**src/rtl/alu_pkg.sv**
```systemverilog
// Shared opcode encoding and datapath width for the execute-stage ALU.
// Imported by the RTL and the testbench.
package alu_pkg;

  localparam int DATA_W = 8;

  typedef enum logic [2:0] {
    OP_AND = 3'b000,
    OP_OR  = 3'b001,
    OP_ADD = 3'b010,
    OP_NOT = 3'b011,
    OP_SUB = 3'b100,
    OP_SLT = 3'b101,
    OP_SLL = 3'b110,
    OP_XOR = 3'b111
  } opcode_e;

endpackage

```
**src/rtl/alu_addsub.sv**
```systemverilog
// Shared adder/subtractor used for ADD, SUB and SLT.
// Subtract is A + ~B + 1; the overflow output is the signed overflow.
module alu_addsub
  import alu_pkg::*;
(
  input  logic [DATA_W-1:0] i_a,
  input  logic [DATA_W-1:0] i_b,
  input  logic              i_sub,
  output logic [DATA_W-1:0] o_sum,
  output logic              o_carry,
  output logic              o_ovf
);

  logic [DATA_W-1:0] w_b;
  logic [DATA_W:0]   w_full;

  assign w_b    = i_sub ? ~i_b : i_b;
  assign w_full = {1'b0, i_a} + {1'b0, w_b}
                + {{DATA_W{1'b0}}, i_sub};

  assign o_sum   = w_full[DATA_W-1:0];
  assign o_carry = w_full[DATA_W];
  assign o_ovf   = (i_a[DATA_W-1] == w_b[DATA_W-1])
                && (o_sum[DATA_W-1] != i_a[DATA_W-1]);

endmodule

```
**src/rtl/alu_core.sv**
```systemverilog
// Registered 8-bit ALU for the execute stage, one op per cycle.
// Optional signed-overflow flag output enabled by ALU_OVF_EN.
module alu_core
  import alu_pkg::*;
(
  input  logic              clk_i,
  input  logic              rst_ni,
  input  logic [DATA_W-1:0] rs_i,
  input  logic [DATA_W-1:0] rt_i,
  input  logic [2:0]        opcode_i,
  output logic [DATA_W-1:0] alu_result_o,
  output logic              set_o,
  output logic              zero
`ifdef ALU_OVF_EN
  ,
  output logic              ovf_o
`endif
);

  opcode_e           w_op;
  logic              w_sub;
  logic [DATA_W-1:0] w_sum;
  logic              w_unused_carry;
  logic              w_ovf;
  logic              w_lt;
  logic [DATA_W-1:0] w_next;
  logic              w_set;

  logic [DATA_W-1:0] r_result;
  logic              r_set;
  logic              r_zero;

  assign w_op  = opcode_e'(opcode_i);
  assign w_sub = (w_op == OP_SUB) || (w_op == OP_SLT);

  alu_addsub u_addsub (
    .i_a     (rs_i),
    .i_b     (rt_i),
    .i_sub   (w_sub),
    .o_sum   (w_sum),
    .o_carry (w_unused_carry),
    .o_ovf   (w_ovf)
  );

  // Signed less-than is N xor V of A - B; robust across wraparound.
  assign w_lt = w_sum[DATA_W-1] ^ w_ovf;

  always_comb begin
    w_next = '0;
    w_set  = 1'b0;
    unique case (w_op)
      OP_AND: w_next = rs_i & rt_i;
      OP_OR:  w_next = rs_i | rt_i;
      OP_ADD: w_next = w_sum;
      OP_NOT: w_next = ~rs_i;
      OP_SUB: w_next = w_sum;
      OP_SLT: begin
        w_next = {{(DATA_W-1){1'b0}}, w_lt};
        w_set  = w_lt;
      end
      OP_SLL: w_next = {rs_i[DATA_W-2:0], 1'b0};
      OP_XOR: w_next = rs_i ^ rt_i;
    endcase
  end

  always_ff @(posedge clk_i or negedge rst_ni) begin
    if (!rst_ni) begin
      r_result <= '0;
      r_set    <= 1'b0;
      r_zero   <= 1'b1;
    end else begin
      r_result <= w_next;
      r_set    <= w_set;
      r_zero   <= (w_next == '0);
    end
  end

  assign alu_result_o = r_result;
  assign set_o        = r_set;
  assign zero         = r_zero;

`ifdef ALU_OVF_EN
  logic r_ovf;

  always_ff @(posedge clk_i or negedge rst_ni) begin
    if (!rst_ni) begin
      r_ovf <= 1'b0;
    end else begin
      r_ovf <= w_ovf && ((w_op == OP_ADD) || (w_op == OP_SUB));
    end
  end

  assign ovf_o = r_ovf;
`endif

endmodule

```
**config.mk**
```make
export PLATFORM = sky130hd
export DESIGN_NAME = alu_core
export DESIGN_NICKNAME = d
export VERILOG_FILES = /design/src/rtl/alu_pkg.sv /design/src/rtl/alu_addsub.sv /design/src/rtl/alu_core.sv
export SDC_FILE = /design/constraint.sdc
export NUM_CORES = 1
export LEC_CHECK = 0
export CAP_MARGIN = 15
export CORE_MARGIN = 5
export CORE_UTILIZATION = 54
export DETAILED_ROUTE_END_ITERATION = 16
export DONT_BUFFER_PORTS = 1
export PLACE_DENSITY_LB_ADDON = 0.12
export SLEW_MARGIN = 20
export SYNTH_ARGS = -nofsm -noshare
export SYNTH_HDL_FRONTEND = slang
export SYNTH_SLANG_ARGS = --single-unit
```
**constraint.sdc**
```tcl
create_clock -name clk_i -period 0.8 [get_ports clk_i]
set_input_delay 0.16 -clock clk_i [delete_from_list [all_inputs] [get_ports clk_i]]
set_output_delay 0.16 -clock clk_i [all_outputs]
set_load 0.005 [all_outputs]
```
==> PnR_summary.wiki, run 1 <==
{| class="wikitable"
! Metric !! Value
|-
| Final wirelength || 4.63 mm
|-
| CTS Buffer Depth || 2
|-
| Setup slack at placement || -1.51 ns
|-
| Nets || 262
|-
| Number of instances in the synthesized netlist || 187
|-
| Avg Inst Size Synth || 8.19 um2
|-
| Net switching power || 885 uW
|-
| Filler-free cell count of the finished design || 247
|-
| Run status || finished with violations
|-
| Ranking of synthesized cells by area || sky130_fd_sc_hd__ha_1 19%, sky130_fd_sc_hd__dfrtp_1 15%, sky130_fd_sc_hd__xnor2_1 6.3%
|-
| Seq cells post-synth || 10
|-
| Internal power consumption || 1.58 mW
|-
| Achievable frequency || 497 MHz
|-
| Most common library cell in the layout ignoring fill and taps || sky130_fd_sc_hd__buf_4
|-
| Critical path capture point type || flop
|-
| Final setup viols || 20
|-
| IO Count || 31
|-
| Power per Cell Area || 1220 nW/um2
|-
| Number of design rule violations left after detail routing || 0
|-
| Syn Nets || 232
|-
| Switching Share || 0.358
|-
| Top cell type by total area after synthesis || sky130_fd_sc_hd__ha_1
|-
| Total congestion overflow after global routing || 0
|-
| Placed cells || 237
|-
| Arrival @ worst endpoint || 2.19 ns
|-
| CTS tree || built
|-
| Number of H-tree branching levels || 1
|-
| Peak fanout along the critical path || 27
|-
| Register area share after synthesis || 0.164
|-
| Number of library cell types mapped by synthesis || 55
|-
| Starting density of the core || 0.560
|-
| Clock buffers created by TritonCTS || 3
|-
| Highest-count cells in the layout ignoring fill and taps || 35 x sky130_fd_sc_hd__buf_4, 21 x sky130_fd_sc_hd__ha_1, 19 x sky130_fd_sc_hd__inv_1, 11 x sky130_fd_sc_hd__nand2_1, 9 x sky130_fd_sc_hd__dfrtp_1
|-
| Part of the total power dissipated in sequential elements || 0.247
|-
| Post-route clock period utilization || 2.52
|-
| Warning count from the yosys run || 0
|-
| Unrepaired setup endpoints after global routing || yes
|-
| Final critical-path setup slack || -1.21 ns
|-
| Max-Cap Viols || 0
|-
| Count of final hold-check violations || 0
|-
| Floorplan die area || 4000 um2
|-
| Critical path type || in2reg
|-
| DIE WIDTH || 63.3 um
|-
| Max-slew violation count || 0
|-
| Logic gate share of total power || 0.563
|-
| Part of the total power dissipated in the clock network || 0.190
|-
| IO buf count || 0
|-
| Global-route wire length before repair || 7.24 mm
|-
| GRT Overall Usage || 0.226
|-
| Critical path startpoint category || primary input
|-
| Clock-pin slew on the worst setup and hold paths || 0.07 ns
|-
| Placement Rows || 19
|-
| Synth Cell Area || 1530 um2
|-
| Chip height || 63.3 um
|-
| Area fraction of the dominant cell type after synthesis || 0.188
|-
| Worst hold margin || 0.158 ns
|-
| Worst slew margin relative to its limit || 0.629
|-
| Pin count of the biggest net entering global routing || 32
|-
| Final GP Congestion || 0.918
|-
| Slew of the pin with the lowest slew margin || 0.550 ns
|-
| Via-to-Cell Ratio || 6.27
|-
| Wire length per cell after detailed routing || 18.8 um
|-
| Share of the core filled with cells || 0.741
|-
| EDFF count, synth || 0
|-
| Required time of the worst setup path || 0.98 ns
|-
| Diodes inserted || 0
|-
| Min-delay worst type || in2reg
|-
| Antenna violations before repair || 0
|-
| Failing checks || setup timing
|-
| Starting DRT DRC Count || 76
|-
| Number of vias in the routed layout || 1549
|-
| Number of antenna-violating nets in the routed design || 0
|-
| Minimum period implied by the final worst setup slack || 2.01 ns
|-
| Sum of net half-perimeters after detailed placement || 3.40 mm
|-
| Layout cell share with drive strength beyond 1 || 0.375
|-
| First-pass detailed-route iteration total || 4
|-
| Primary flip-flop cell chosen by synthesis mapping || sky130_fd_sc_hd__dfrtp_1
|-
| Static Leakage || 0.924 nW
|-
| Synth async-reset ratio || 1.00
|-
| Number of global-route vias before repair || 1510
|-
| Clk root buf || sky130_fd_sc_hd__clkbuf_4
|-
| Floorplan Core Area || 2730 um2
|-
| Total clock sinks || 10
|-
| Post-synthesis to final-layout area growth || 32.2%
|-
| Peak supply drop || 0.00129 V
|}
## layout make-up
cell class / instances / area, um2
multi-input combinational: 145 / 1340
fill: 191 / 709
timing repair buffer: 37 / 284
sequential: 10 / 251
inverter: 20 / 75.1
tap: 31 / 38.8
clock buffer: 4 / 36.3
## path summary, 6_finish.rpt
path,slack [ns],startpoint,cells after the start,endpoint
hold / removal,0.16,opcode_i[1],2,alu_result_o[1]
max in group asynchronous,0.19,rst_ni,1,zero
setup / recovery,-1.21,opcode_i[1],9,zero
min in group asynchronous,0.27,rst_ni,1,alu_result_o[4]
## cells in the mapped netlist, types with 2 or more instances
| library cell | n |
|---|---|
| sky130_fd_sc_hd__inv_1 | 19 |
| sky130_fd_sc_hd__or3_1 | 2 |
| sky130_fd_sc_hd__nor2_1 | 7 |
| sky130_fd_sc_hd__o22ai_1 | 6 |
| sky130_fd_sc_hd__xnor2_1 | 11 |
| sky130_fd_sc_hd__a21o_1 | 5 |
| sky130_fd_sc_hd__o21ai_0 | 10 |
| sky130_fd_sc_hd__a221oi_1 | 3 |
| sky130_fd_sc_hd__nand2b_1 | 8 |
| sky130_fd_sc_hd__nand2_1 | 13 |
| sky130_fd_sc_hd__dfrtp_1 | 9 |
| sky130_fd_sc_hd__buf_2 | 4 |
| sky130_fd_sc_hd__mux2_2 | 4 |
| sky130_fd_sc_hd__a21oi_1 | 9 |
| sky130_fd_sc_hd__nor3_1 | 7 |
| sky130_fd_sc_hd__a211oi_1 | 3 |
| sky130_fd_sc_hd__ha_1 | 23 |
| sky130_fd_sc_hd__buf_1 | 4 |
| sky130_fd_sc_hd__clkbuf_1 | 3 |
| sky130_fd_sc_hd__o32a_1 | 2 |
## worst max-delay path: stages
cell,delay (ns)
sky130_fd_sc_hd__nand2b_4,0.18
sky130_fd_sc_hd__xnor2_2,0.16
sky130_fd_sc_hd__ha_1,0.33
sky130_fd_sc_hd__a21o_1,0.24
sky130_fd_sc_hd__a221oi_2,0.27
sky130_fd_sc_hd__xor2_1,0.18
sky130_fd_sc_hd__o21ai_1,0.09
sky130_fd_sc_hd__or3_1,0.33
sky130_fd_sc_hd__nor4_2,0.25
## sequential cells by signal, indices dropped and copies added (netlist names)
register,cells
set_o,1
zero,1
alu_result_o,8
## routing by layer
metal | track usage | share of wire | vias up
li1 | - | - | 734
met1 | 0.268 | 0.40 | 758
met2 | 0.417 | 0.53 | 44
met3 | 0.0355 | 0.041 | 13
met4 | 0.0597 | 0.024 | 0
met5 | 0 | 0 | -
## power by group through the flow
| stage | clock network (mW) | logic (mW) | registers, mW |
|---|---|---|---|
| 2_1_floorplan | 0 | 0.846 | 0.611 |
| 3_3_place_gp | 0 | 1.08 | 0.621 |
| 3_5_place_dp | 0 | 1.13 | 0.624 |
| 4_1_cts | 0.474 | 1.20 | 0.614 |
| 5_1_grt | 0.512 | 1.51 | 0.617 |
| 6_report | 0.469 | 1.39 | 0.611 |
## stage by stage
step / area, um2 / setup TNS, ns / power [mW]
floorplan: 1620 / -11.21 / 1.46
global placement: 1810 / -11.30 / 1.70
detailed placement: 1810 / -11.65 / 1.75
CTS: 1910 / -9.12 / 2.28
global route: 2020 / -10.32 / 2.63
finish: 2020 / -9.52 / 2.47
## logic make-up after synthesis
| kind of cell | after synthesis | share of synthesized area |
|---|---|---|
| AOI/OAI and AO/OA | 56 | 0.266 |
| and+or+nand+nor | 46 | 0.157 |
| buffers and inverters | 32 | 0.0866 |
| adders and majority gates | 25 | 0.208 |
| xor gates and xnor gates | 12 | 0.0686 |
| DFF | 10 | 0.164 |
| muxes | 6 | 0.0507 |
## what timing repair did
| item | 4_1_cts | 5_1_grt |
|---|---|---|
| hold buffers | 1 | 0 |
| setup endpoints to repair | 20 | 20 |
| setup buffers | 1 | 4 |
| pin swaps | 9 | 9 |
| endpoints found under the hold margin | 10 | 0 |
| gates resized for setup | 9 | 15 |
Note: power is estimated with default switching activity, not from simulation.
==> inputs of run 2 (changes only) <==
--- a/config.mk
+++ b/config.mk
@@ -6,7 +6,7 @@
 export NUM_CORES = 1
 export LEC_CHECK = 0
 export CAP_MARGIN = 15
-export CORE_MARGIN = 5
+export CORE_MARGIN = 8
 export CORE_UTILIZATION = 54
 export DETAILED_ROUTE_END_ITERATION = 16
 export DONT_BUFFER_PORTS = 1
@@ -15,3 +15,4 @@
 export SYNTH_ARGS = -nofsm -noshare
 export SYNTH_HDL_FRONTEND = slang
 export SYNTH_SLANG_ARGS = --single-unit
+export TNS_END_PERCENT = 10
==> run 2 against run 1 <==
The run still ends with setup timing left; critical endpoint unchanged; sequential cell count unchanged; largest power group unchanged; sequential power decreased by 0.7%; critical path depth increased by 2; setup slack got worse by 0.068 ns; via count increased by 1.2%; non-clock buffer count increased by 1; sequential share of layout area increased by 0.14 points.
==> PnR_summary.wiki, run 2 (synthesized netlist as in run 1, its figures left out) <==
{| class="wikitable"
! Metric !! Value
|-
| Run status || finished with violations
|-
| Failing checks || setup timing
|-
| Unrepaired setup endpoints after global routing || yes
|-
| Slew of the pin with the lowest slew margin || 0.565 ns
|-
| Via-to-Cell Ratio || 6.32
|-
| Clk root buf || sky130_fd_sc_hd__clkbuf_4
|-
| Setup slack at placement || -1.54 ns
|-
| Largest delay share family, worst path || simple AND/OR/NAND/NOR gates
|-
| Critical path type || in2reg
|-
| Number of vias in the routed layout || 1567
|-
| Peak supply drop || 0.00117 V
|-
| Total congestion overflow after global routing || 0
|-
| Placement Rows || 19
|-
| Minimum period implied by the final worst setup slack || 2.08 ns
|-
| Post-layout power || 2.32 mW
|-
| Worst slew margin relative to its limit || 0.619
|-
| Post-synthesis to final-layout area growth || 30.7%
|-
| Global-route wire length before repair || 7.02 mm
|-
| Highest-count cells in the layout ignoring fill and taps || 35 x sky130_fd_sc_hd__buf_4, 23 x sky130_fd_sc_hd__ha_1, 19 x sky130_fd_sc_hd__inv_1, 12 x sky130_fd_sc_hd__nand2_1, 9 x sky130_fd_sc_hd__dfrtp_1
|-
| Critical path startpoint category || primary input
|-
| Pin count of the biggest net entering global routing || 32
|-
| Number of H-tree branching levels || 1
|-
| Arrival @ worst endpoint || 2.25 ns
|-
| Post-route clock period utilization || 2.60
|-
| Most common library cell in the layout ignoring fill and taps || sky130_fd_sc_hd__buf_4
|-
| Sum of net half-perimeters after detailed placement || 3.14 mm
|-
| Cell with the largest stage delay on the worst path || sky130_fd_sc_hd__or3_4
|-
| Chip height || 69.3 um
|-
| Final GP Congestion || 0.929
|-
| Power per Cell Area || 1160 nW/um2
|-
| Nets || 263
|-
| IO Count || 31
|-
| Clock buffers created by TritonCTS || 3
|-
| Number of global-route vias before repair || 1569
|-
| Starting density of the core || 0.560
|-
| Min-delay worst type || in2reg
|-
| GRT Overall Usage || 0.167
|-
| Worst-path cell chain || nand2b_4 -> buf_4 -> xnor2_1 -> ha_1 -> nand2_2 -> a211oi_4 -> buf_4 -> nor4_4 -> o31ai_2 -> or3_4 -> nor4_4
|-
| Total negative slack || -10.0 ns
|-
| CTS tree || built
|-
| Antenna violations before repair || 0
|-
| Total clock sinks || 10
|-
| Final wirelength || 4.47 mm
|-
| Static Leakage || 0.928 nW
|-
| Diodes inserted || 0
|-
| Filler-free cell count of the finished design || 248
|-
| Final setup viols || 11
|-
| Wire length per cell after detailed routing || 18.0 um
|-
| Max-slew violation count || 0
|-
| Achievable frequency || 480 MHz
|-
| Placed cells || 237
|-
| First-pass detailed-route iteration total || 4
|-
| Clock-pin slew on the worst setup and hold paths || 0.05 ns
|-
| Flip-flop count of the largest register, all copies and words added || 8
|-
| Starting DRT DRC Count || 58
|-
| Max incr delay on CP || 0.41 ns
|-
| Critical path capture point type || flop
|-
| Peak fanout along the critical path || 27
|-
| Count of final hold-check violations || 0
|-
| Number of buffers and inverters on the critical path || 2
|-
| Max-Cap Viols || 0
|-
| Final critical-path setup slack || -1.28 ns
|-
| Layout cell share with drive strength beyond 1 || 0.355
|-
| Required time of the worst setup path || 0.97 ns
|-
| Floorplan die area || 4800 um2
|-
| DIE WIDTH || 69.3 um
|-
| CTS Buffer Depth || 2
|-
| Worst hold margin || 0.192 ns
|-
| Number of design rule violations left after detail routing || 0
|-
| Floorplan Core Area || 2730 um2
|-
| Number of antenna-violating nets in the routed design || 0
|-
| IO buf count || 0
|}
==> run 2: changes by cell type in the layout (fill, tap and decap cells not counted), sizes merged <==
cell,before,now
buf,36,37
==> run 2: final timing paths <==
check / startpoint / endpoint / slack, ns / cells past startpoint
max in group asynchronous: rst_ni / zero / 0.22 / 1
min in group asynchronous: rst_ni / alu_result_o[3] / 0.26 / 1
max: opcode_i[1] / zero / -1.28 / 11
min: opcode_i[1] / alu_result_o[0] / 0.19 / 3
==> run 2: per-stage QoR <==
step           utilization  area (um2)
6_report             0.732        2000
5_1_grt              0.732        2000
4_1_cts              0.693        1900
3_5_place_dp         0.644        1760
3_3_place_gp         0.644        1760
2_1_floorplan            -        1560
==> run 2: metal layers <==
metal  up-vias  routed length, um  GRT usage
met1       750               1700      0.176
met3        14                283     0.0315
met5         -                  0          0
met4         0                 88     0.0547
met2        67               2400      0.317
li1        736                  -          -
==> run 2: layout make-up <==
cell class              count  area [um2]
clock buffers               4        26.3
fillers                   184         732
inverters                  20        75.1
multi-input cells         145        1320
flip-flops and latches     10         251
well taps                  31        38.8
repair buffers             38         295
==> run 2: power by group <==
part	switching (mW)	internal (mW)	total [mW]	leakage, nW
Clock	0.145	0.191	0.336	0.0150
Combinational	0.656	0.721	1.38	0.794
Sequential	0.0320	0.575	0.607	0.119
==> run 2: repair_timing <==
action / CTS / global route
buffers inserted: 4 / 2
hold buffers: 1 / 0
pin swaps: 14 / 13
resized for setup: 15 / 17
endpoints found under the hold margin: 10 / 0
setup endpoints to repair: 11 / 18
==> inputs of run 3 (changes only) <==
--- a/config.mk
+++ b/config.mk
@@ -6,11 +6,12 @@
 export NUM_CORES = 1
 export LEC_CHECK = 0
 export CAP_MARGIN = 15
-export CORE_MARGIN = 8
+export CORE_MARGIN = 10
 export CORE_UTILIZATION = 54
 export DETAILED_ROUTE_END_ITERATION = 16
 export DONT_BUFFER_PORTS = 1
 export PLACE_DENSITY_LB_ADDON = 0.12
+export RECOVER_POWER = 25
 export SLEW_MARGIN = 20
 export SYNTH_ARGS = -nofsm -noshare
 export SYNTH_HDL_FRONTEND = slang
==> run 3 against run 2 <==
Hold slack lost 0.0068 ns; count of clock-buffer cells in the layout unchanged; critical endpoint unchanged; fmax is 2.7% higher; combinational power is 15% lower; first-iteration DRC count increased by 38%; sequential cell count unchanged; the flow still finishes with violations (setup timing); design area down 6.9%; critical path type unchanged.
==> PnR_summary.wiki, run 3 (synthesized netlist as in run 1, its figures left out) <==
{| class="wikitable"
! Metric !! Value
|-
| Highest-count cells in the layout ignoring fill and taps || 32 x sky130_fd_sc_hd__buf_4, 22 x sky130_fd_sc_hd__ha_1, 19 x sky130_fd_sc_hd__inv_1, 13 x sky130_fd_sc_hd__nand2_1, 9 x sky130_fd_sc_hd__dfrtp_1
|-
| Arrival @ worst endpoint || 2.20 ns
|-
| Layout cell share with drive strength beyond 1 || 0.297
|-
| Starting DRT DRC Count || 80
|-
| Final setup viols || 12
|-
| Number of H-tree branching levels || 1
|-
| Floorplan die area || 5370 um2
|-
| Largest delay share family, worst path || simple AND/OR/NAND/NOR gates
|-
| Max-slew violation count || 0
|-
| Number of antenna-violating nets in the routed design || 0
|-
| Clock-pin slew on the worst setup and hold paths || 0.05 ns
|-
| Static Leakage || 0.884 nW
|-
| Failing checks || setup timing
|-
| CTS Buffer Depth || 2
|-
| Critical path capture point type || flop
|-
| Achievable frequency || 493 MHz
|-
| Placement Rows || 19
|-
| Number of buffers and inverters on the critical path || 0
|-
| Required time of the worst setup path || 0.97 ns
|-
| Post-route clock period utilization || 2.53
|-
| Max-Cap Viols || 0
|-
| Worst-path cell chain || nand2b_4 -> xnor2_2 -> ha_1 -> a21oi_2 -> o21ai_2 -> nor4_2 -> o31ai_2 -> or3_1 -> nor4_2
|-
| GRT Overall Usage || 0.154
|-
| Pin count of the biggest net entering global routing || 32
|-
| Global-route wire length before repair || 6.77 mm
|-
| Number of design rule violations left after detail routing || 0
|-
| First-pass detailed-route iteration total || 4
|-
| Number of vias in the routed layout || 1502
|-
| IO Count || 31
|-
| Number of global-route vias before repair || 1485
|-
| Stages on the worst setup path || 9
|-
| Antenna violations before repair || 0
|-
| IO buf count || 0
|-
| Nets || 258
|-
| Most common library cell in the layout ignoring fill and taps || sky130_fd_sc_hd__buf_4
|-
| Via-to-Cell Ratio || 6.18
|-
| Starting density of the core || 0.560
|-
| Critical path type || in2reg
|-
| Slew of the pin with the lowest slew margin || 0.534 ns
|-
| Diodes inserted || 0
|-
| Wire length per cell after detailed routing || 16.8 um
|-
| Hold Crit Depth || 3
|-
| Final wirelength || 4.08 mm
|-
| Most used cell along the critical path || sky130_fd_sc_hd__nor4_2
|-
| Critical path startpoint category || primary input
|-
| Post-CTS setup buffers || 0
|-
| Count of final hold-check violations || 0
|-
| Unrepaired setup endpoints after global routing || yes
|-
| Minimum period implied by the final worst setup slack || 2.03 ns
|-
| Total congestion overflow after global routing || 0
|-
| Filler-free cell count of the finished design || 243
|-
| Final GP Congestion || 0.851
|-
| Worst slew margin relative to its limit || 0.639
|-
| Worst hold path endpoint || alu_result_o[0]
|-
| Cell with the largest stage delay on the worst path || sky130_fd_sc_hd__or3_1
|-
| DIE WIDTH || 73.3 um
|-
| Total clock sinks || 10
|-
| Floorplan Core Area || 2730 um2
|-
| Flip-flop count of the largest register, all copies and words added || 8
|-
| CTS tree || built
|-
| Share of the core filled with cells || 0.682
|-
| Final critical-path setup slack || -1.23 ns
|-
| Placed cells || 238
|-
| Clk root buf || sky130_fd_sc_hd__clkbuf_4
|-
| Max incr delay on CP || 0.41 ns
|-
| Chip height || 73.3 um
|-
| Peak fanout along the critical path || 27
|-
| Min-delay worst type || in2reg
|-
| Post-layout power || 2.12 mW
|-
| Sum of net half-perimeters after detailed placement || 3.20 mm
|-
| Run status || finished with violations
|-
| Clock buffers created by TritonCTS || 3
|-
| Power per Cell Area || 1140 nW/um2
|-
| Worst hold margin || 0.185 ns
|-
| Post-synthesis to final-layout area growth || 21.7%
|-
| Startpoint of the most critical hold path || opcode_i[1]
|-
| Peak supply drop || 0.00109 V
|}
run 3: layer usage:
layer  share of wire  global-route usage  routed length [um]  up-vias
met5               0                   0                   0        -
met1            0.40               0.174                1640      736
met4           0.011              0.0633                  45        0
li1                -                   -                   -      725
met2            0.52               0.273                2130       37
met3           0.065              0.0310                 264        4
run 3: worst min-delay path, cell delays in order:
cell and delay [ns]:
sky130_fd_sc_hd__nand2_1 0.04, sky130_fd_sc_hd__o21ai_0 0.07, sky130_fd_sc_hd__o22ai_1 0.11
run 3: how the worst max path moves through the flow:
stage | startpoint | endpoint
5_1_grt | opcode_i[1] | zero
3_5_place_dp | opcode_i[1] | zero
2_1_floorplan | opcode_i[1] | zero
6_report | opcode_i[1] | zero
4_1_cts | opcode_i[1] | zero
3_3_place_gp | opcode_i[1] | zero
run 3: area by class of cell:
class,instances,area [um2]
clock buffer,4,26.3
sequential,10,251
timing repair buffer,33,250
fill,239,870
inverter,20,75.1
multi-input combinational,145,1220
tap,31,38.8
run 3: power by group:
| group | internal, mW | switching, mW | leakage (nW) |
|---|---|---|---|
| combinational | 0.627 | 0.541 | 0.749 |
| clock | 0.191 | 0.146 | 0.0150 |
| sequential | 0.575 | 0.0352 | 0.119 |
| total | 1.39 | 0.723 | 0.884 |
run 3: repair_timing:
action	in CTS	in global routing
hold endpoints to repair	10	0
pin swaps	6	3
hold buffers	1	0
endpoints found under the setup margin	20	20
resized for setup	11	3
run 3: per-stage QoR:
stage,setup TNS (ns),instance area (um2),worst slack [ns]
3_5_place_dp,-12.32,1770,-1.53
3_3_place_gp,-11.65,1770,-1.43
6_report,-9.48,1860,-1.23
5_1_grt,-10.42,1860,-1.32
2_1_floorplan,-11.75,1560,-1.51
4_1_cts,-9.11,1860,-1.20
